===== src/rtl/init_pkg.sv =====
`default_nettype none
// ============================================================================
// Module   : init_pkg
// Purpose  : Shared types for the RAM window fill engine: pattern-select
//            encoding and FSM state encoding.
// Contents : init_mode_t  - data pattern written into the RAM window
//            init_state_t - engine control states
// Revision : 1.0 - initial release
// ============================================================================
package init_pkg;

  typedef enum logic [1:0] {
    MODE_IDENTITY = 2'd0,
    MODE_CONST    = 2'd1,
    MODE_RAMP     = 2'd2,
    MODE_REVERSE  = 2'd3
  } init_mode_t;

  typedef enum logic [1:0] {
    IDLE  = 2'd0,
    WRITE = 2'd1,
    DONE  = 2'd2
  } init_state_t;

endpackage
`default_nettype wire


===== src/rtl/init_datagen.sv =====
`default_nettype none
// ============================================================================
// Module   : init_datagen
// Purpose  : Combinational write-data generator for the fill engine.
// Ports    : mode   in  2       pattern select (init_mode_t encoding)
//            addr   in  ADDR_W  current (already wrapped) write address
//            idx    in  ADDR_W  write index within the fill, from 0
//            fill   in  DATA_W  constant / seed value
//            wrdata out DATA_W  generated data word
// Revision : 1.0 - initial release
// ============================================================================
module init_datagen
  import init_pkg::*;
#(
  parameter int ADDR_W = 8,
  parameter int DATA_W = 8,
  parameter int DEPTH  = 256
) (
  input  logic [1:0]        mode,
  input  logic [ADDR_W-1:0] addr,
  input  logic [ADDR_W-1:0] idx,
  input  logic [DATA_W-1:0] fill,
  output logic [DATA_W-1:0] wrdata
);

  localparam logic [ADDR_W-1:0] C_LAST = ADDR_W'(DEPTH - 1);

  // addr never exceeds DEPTH-1, so this subtraction cannot underflow
  logic [ADDR_W-1:0] w_rev;
  assign w_rev = C_LAST - addr;

  always_comb begin
    wrdata = '0;
    case (mode)
      MODE_IDENTITY: wrdata = DATA_W'(addr);
      MODE_CONST:    wrdata = fill;
      MODE_RAMP:     wrdata = fill + DATA_W'(idx);
      MODE_REVERSE:  wrdata = DATA_W'(w_rev);
      default:       wrdata = '0;
    endcase
  end

endmodule
`default_nettype wire


===== src/rtl/init_engine.sv =====
`default_nettype none
// ============================================================================
// Module   : init_engine
// Purpose  : Fills a contiguous wrap-around window of a single-port RAM with
//            one of four data patterns, one word per cycle, with write
//            back-pressure (stall) and abort.
// Ports    : clk    in  1         clock, rising edge
//            rst_n  in  1         asynchronous active-low reset
//            en     in  1         start request, sampled while rdy=1
//            rdy    out 1         idle, able to accept en
//            mode   in  2         pattern select, latched on accept
//            base   in  ADDR_W    first address, latched on accept
//            count  in  ADDR_W+1  word count (0 = DEPTH), latched on accept
//            fill   in  DATA_W    constant / seed, latched on accept
//            stall  in  1         RAM not ready, suppresses this write
//            abort  in  1         end the current fill without writing
//            addr   out ADDR_W    write address
//            wrdata out DATA_W    write data
//            wren   out 1         write strobe
//            done   out 1         one-cycle end-of-fill pulse
// Revision : 1.0 - initial release
// ============================================================================
module init_engine
  import init_pkg::*;
#(
  parameter int ADDR_W = 8,
  parameter int DATA_W = 8,
  parameter int DEPTH  = 256
) (
  input  logic              clk,
  input  logic              rst_n,
  input  logic              en,
  output logic              rdy,
  input  logic [1:0]        mode,
  input  logic [ADDR_W-1:0] base,
  input  logic [ADDR_W:0]   count,
  input  logic [DATA_W-1:0] fill,
  input  logic              stall,
  input  logic              abort,
  output logic [ADDR_W-1:0] addr,
  output logic [DATA_W-1:0] wrdata,
  output logic              wren,
  output logic              done
);

  localparam logic [1:0] ST_IDLE  = IDLE;
  localparam logic [1:0] ST_WRITE = WRITE;
  localparam logic [1:0] ST_DONE  = DONE;

  localparam logic [ADDR_W:0] C_DEPTH = (ADDR_W+1)'(DEPTH);

  logic [1:0]        r_state;
  logic [1:0]        r_mode;
  logic [ADDR_W-1:0] r_base;
  logic [DATA_W-1:0] r_fill;
  logic [ADDR_W:0]   r_cnt;
  logic [ADDR_W-1:0] r_idx;

  logic [ADDR_W:0]   w_count_eff;
  logic [ADDR_W-1:0] w_base_mod;
  logic [ADDR_W-1:0] w_addr;
  logic [DATA_W-1:0] w_data;
  logic              w_in_write;
  logic              w_last;

  // Zero and oversize requests both become a full sweep, so no address is
  // ever written twice within one fill.
  assign w_count_eff = ((count == '0) || (count > C_DEPTH)) ? C_DEPTH : count;

  // r_base is kept below DEPTH and r_idx below DEPTH, so the running address
  // needs at most one subtraction of DEPTH to wrap.
  generate
    if (DEPTH == (1 << ADDR_W)) begin : g_pow2
      assign w_base_mod = base;
      assign w_addr     = r_base + r_idx;
    end else begin : g_wrap
      localparam logic [ADDR_W-1:0] C_DEPTH_LO = ADDR_W'(DEPTH);
      logic [ADDR_W:0] w_sum;
      assign w_base_mod = base % C_DEPTH_LO;
      assign w_sum      = {1'b0, r_base} + {1'b0, r_idx};
      assign w_addr     = (w_sum >= {1'b0, C_DEPTH_LO}) ?
                          (w_sum[ADDR_W-1:0] - C_DEPTH_LO) : w_sum[ADDR_W-1:0];
    end
  endgenerate

  assign w_last = ({1'b0, r_idx} == (r_cnt - 1'b1));

  always_ff @(posedge clk or negedge rst_n) begin
    if (!rst_n) begin
      r_state <= ST_IDLE;
      r_mode  <= '0;
      r_base  <= '0;
      r_fill  <= '0;
      r_cnt   <= '0;
      r_idx   <= '0;
    end else begin
      case (r_state)
        ST_IDLE: begin
          if (en) begin
            r_state <= ST_WRITE;
            r_mode  <= mode;
            r_base  <= w_base_mod;
            r_fill  <= fill;
            r_cnt   <= w_count_eff;
            r_idx   <= '0;
          end
        end
        ST_WRITE: begin
          // abort wins over stall and suppresses the write of this cycle
          if (abort) begin
            r_state <= ST_DONE;
          end else if (!stall) begin
            r_idx <= r_idx + 1'b1;
            if (w_last) begin
              r_state <= ST_DONE;
            end
          end
        end
        ST_DONE: begin
          r_state <= ST_IDLE;
          r_idx   <= '0;
        end
        default: r_state <= ST_IDLE;
      endcase
    end
  end

  init_datagen #(
    .ADDR_W(ADDR_W),
    .DATA_W(DATA_W),
    .DEPTH (DEPTH)
  ) u_datagen (
    .mode  (r_mode),
    .addr  (w_addr),
    .idx   (r_idx),
    .fill  (r_fill),
    .wrdata(w_data)
  );

  // Outputs decode straight from state so an asynchronous reset drops the
  // write strobe without waiting for a clock edge.
  assign w_in_write = (r_state == ST_WRITE);
  assign rdy        = (r_state == ST_IDLE);
  assign done       = (r_state == ST_DONE);
  assign wren       = w_in_write && !stall && !abort;
  assign addr       = w_in_write ? w_addr : '0;
  assign wrdata     = w_in_write ? w_data : '0;

endmodule
`default_nettype wire


===== config.mk =====
export PLATFORM = sky130hd
export DESIGN_NAME = init_engine
export DESIGN_NICKNAME = d
export VERILOG_FILES = /design/src/rtl/init_pkg.sv /design/src/rtl/init_datagen.sv /design/src/rtl/init_engine.sv
export SDC_FILE = /design/constraint.sdc
export NUM_CORES = 1
export LEC_CHECK = 0
export ABC_AREA = 1
export CAP_MARGIN = 25
export CORE_MARGIN = 1.5
export CORE_UTILIZATION = 36
export DETAILED_ROUTE_END_ITERATION = 6
export GPL_TIMING_DRIVEN = 0
export SLEW_MARGIN = 30
export SYNTH_ARGS = -nofsm -noshare
export SYNTH_HDL_FRONTEND = slang
export SYNTH_HIERARCHICAL = 1
export SYNTH_SLANG_ARGS = --single-unit

===== constraint.sdc =====
create_clock -name clk -period 6.92 [get_ports clk]
set_clock_uncertainty 0.05 [all_clocks]
set_input_delay 1.384 -clock clk [delete_from_list [all_inputs] [get_ports clk]]
set_output_delay 1.384 -clock clk [all_outputs]
set_load 0.02 [all_outputs]

==> flow_summary.json <==
{
  "outcome": "finished, final reports clean",
  "pwr-share-seq_pct": 26.9,
  "wirelength_um": 7350,
  "cts-resized-gates": 0,
  "die_x_um": 92.0,
  "leakage_nw": 1.83,
  "final-setup-viol-count": 0,
  "dr.pass1.iters": 4,
  "dp_hpwl_um": 5800,
  "design.core.area_um2": 7690,
  "grt_pass1_wl_um": 12600,
  "cpMaxStageDelayCell": "clkdlybuf4s50_1",
  "cp_num_buf_inv": 3,
  "final.setup.tns_ps": 0,
  "die_area_um2": 8470,
  "tightestPinTransition_ps": 470,
  "holdBufCountCts": 0,
  "max_stage_delay_ps": 600,
  "syn_area_um2": 2850,
  "drt-initial-drc-count": 81,
  "dieHeight_um": 92.0,
  "drv_slew": 0,
  "p_switching_uw": 721,
  "ant_nets": 0,
  "track_usage_pct": 18.9,
  "synth_top_area_share_pct": 32.5,
  "n_fill_cell": 824,
  "avgViaCountPerCell": 4.82,
  "worst_setup_path_end_kind": "primary output",
  "ys_ff_latch": 37,
  "pwr-share-clk_pct": 11.4,
  "area_growth_pct": 26.1,
  "synth_top_cell_by_area": "dfrtp_1",
  "power.total_mw": 1.48,
  "maxSlewHeadroom_pct": 68.7,
  "grt.overflow.total": 0,
  "avgSynthCellArea_um2": 6.91,
  "period_needed_ps": 4680,
  "grt_pass1_vias": 2695,
  "hold_class": "flop to flop",
  "start_kind": "flop",
  "cellPowerDensity_nw_per_um2": 412,
  "h-tree-depth": 2,
  "peakVddDrop_uv": 210,
  "ys_warn_count": 6,
  "start_util_pct": 37.1,
  "worstSetupPathDepth": 13,
  "syn_nets": 464,
  "comb_power_share_pct": 61.7,
  "grt_max_degree": 24,
  "rsz0062_at_grt": "no",
  "drv_cap": 0,
  "clock-root-buffer": "clkbuf_8",
  "avgRoutedWirePerCell_um": 12.8,
  "clock_latency_ps": 290,
  "cts_buffers": 5,
  "crit_chain": "ha_1 > fa_1 > nand3_1 > nand3_1 > a21oi_1 > o21bai_1 > xnor2_1 > inv_1 > or2_0 > nand4_1 > inv_1 > nor2_1 > clkdlybuf4s50_1",
  "cts_tree": "built",
  "fmax_mhz": 214,
  "rows": 32,
  "vias": 2768,
  "hold_viol": 0,
  "seq_area_frac_synth_pct": 32.5,
  "fin_nets": 522,
  "synth_cell_types": 39,
  "ff_latch_area_um2": 926,
  "antenna_found_initial": 0,
  "crit_required_ps": 5490,
  "clockBufferDepth": 2,
  "critPathKind": "flop to primary output",
  "period_share_pct": 67.6,
  "r2r_cells": 11,
  "swShare_pct": 48.6,
  "p_int_uw": 762,
  "post_cts_buffers": 0,
  "ys_top_cells_by_area": "dfrtp_1, nand2_1, ha_1",
  "multi_input_area_um2": 1670,
  "diodes": 0,
  "drc": 0,
  "syn_inst": 413,
  "cp_top_family": "buffers and inverters",
  "port_buffers": 50,
  "layout-drive-gt1-share_pct": 9.11,
  "hold_depth": 2,
  "place_congestion": 0.864,
  "num_io_pins": 51,
  "cp_max_fo": 7,
  "clock_sinks": 37,
  "arrival_ps": 3250,
  "cts.reportedPaths.clkPinSlew_ps": 80
}
[registers in the layout, summed over array words and instances, names as in the netlist]
| name | cells |
|---|---|
| r_cnt | 9 |
| r_fill | 8 |
| r_base | 8 |
| r_idx | 8 |
| r_state | 2 |
| r_mode | 2 |
[final timing paths]
| check | startpoint | endpoint | slack, ps |
|---|---|---|---|
| worst max-delay path | r_idx[0]$_DFFE_PN0P_ | wrdata[6] | 2240 |
| worst max register to register | r_cnt[0]$_DFFE_PN0P_ | r_state[0]$_DFFE_PN0P_ | 5090 |
| worst min register to register | r_base[5]$_DFFE_PN0P_ | r_base[5]$_DFFE_PN0P_ | 450 |
| worst min-delay path | r_base[5]$_DFFE_PN0P_ | r_base[5]$_DFFE_PN0P_ | 450 |
| max in group asynchronous | rst_n | r_base[7]$_DFFE_PN0P_ | 5410 |
| min in group asynchronous | rst_n | r_base[0]$_DFFE_PN0P_ | 950 |
[Yosys cell counts (all sizes together)]
| cell type | n |
|---|---|
| nand2 | 132 |
| nor2 | 47 |
| buf | 5 |
| nand4 | 3 |
| nand3 | 40 |
| a211oi | 3 |
| xor2 | 5 |
| fa | 2 |
| clkbuf | 2 |
| nor4 | 2 |
| o22ai | 2 |
| a21oi | 18 |
| o211ai | 1 |
| ha | 17 |
| dfrtp | 37 |
| o2111ai | 3 |
| xnor2 | 5 |
| nor3b | 4 |
| or2 | 4 |
| o21ai | 16 |
| inv | 57 |
| clkinv | 1 |
| o21bai | 2 |
| nor3 | 5 |
[power by group through the flow]
stage	sequential [mW]	combinational, mW	clock [mW]
3_5_place_dp	0.403	0.918	0
3_3_place_gp	0.402	0.905	0
2_1_floorplan	0.374	0.662	0
6_report	0.399	0.916	0.169
5_1_grt	0.412	1.05	0.185
4_1_cts	0.400	0.923	0.176
[layout by cell type (no fill, tap or decap), types with 2 or more instances in the layout]
cell type          n
nor3b_2            2
nor3b_1            2
or2_1              2
o21ai_1            9
o21ai_0            6
nand4_1            3
clkbuf_8           7
nand2_2            4
o2111ai_1          3
xor2_1             5
nor2_2             7
o21bai_1           2
nor2_1            39
xnor2_1            5
buf_2              5
nand2_1          127
inv_1             53
nor3_1             4
a211oi_1           3
a21oi_1           17
nand3_2            4
dfrtp_1           37
fa_1               2
nor4_1             2
clkdlybuf4s50_1   49
o22ai_1            2
inv_2              4
ha_1              17
nand3_1           36
[per-layer routing]
metal | GRT usage [%] | vias up | part of all wire, %
met1 | 24.9 | 1269 | 49
met5 | 0 | - | 0
li1 | - | 1432 | -
met2 | 32.0 | 55 | 47
met4 | 5.77 | 0 | 1.9
met3 | 2.40 | 12 | 2.6
[per-stage QoR]
stage | setup WS, ps | area (um^2) | utilization, % | hold WS (ps) | instances
final | 2240 | 3600 | 46.8 | 446 | 574
after global routing | 1940 | 3600 | 46.8 | 481 | 574
after CTS | 2220 | 3600 | 46.8 | 448 | 574
after detailed placement | 2540 | 3500 | 45.5 | 424 | 566
after global placement | 2550 | 3480 | 45.3 | 435 | 565
after floorplan | 3240 | 2850 | - | 405 | 413
[area by class of cell]
type	count	area share (%)
Sequential cell	37	25.7
Clock inverter	1	0.139
Tap cell	102	3.55
Multi-Input combinational cell	311	46.4
Buffer	7	1.08
Clock buffer	7	2.68
Inverter	58	6.05
Timing Repair Buffer	51	14.3
[cell families (layout without fill, tap and decap cells)]
family / after synthesis / in the layout / synth area share, %
compound gates: 45 / 45 / 9.43
buf+inv: 65 / 124 / 8.99
xor+xnor: 10 / 10 / 3.07
fa+ha+maj: 19 / 19 / 8.86
flops: 37 / 37 / 32.5
simple gates: 237 / 237 / 37.2
[worst register-to-register path, cell delays in order, from the launching register on]
cell	delay, ps
dfrtp_1	380
inv_1	160
ha_1	340
nand2_1	130
nand2_1	70
nand2_1	40
nand2_1	60
nand3_1	70
nor2_1	100
nand3_1	140
nand3_1	100
nand2_1	50
No activity file was read; power rests on OpenSTA's default activity.
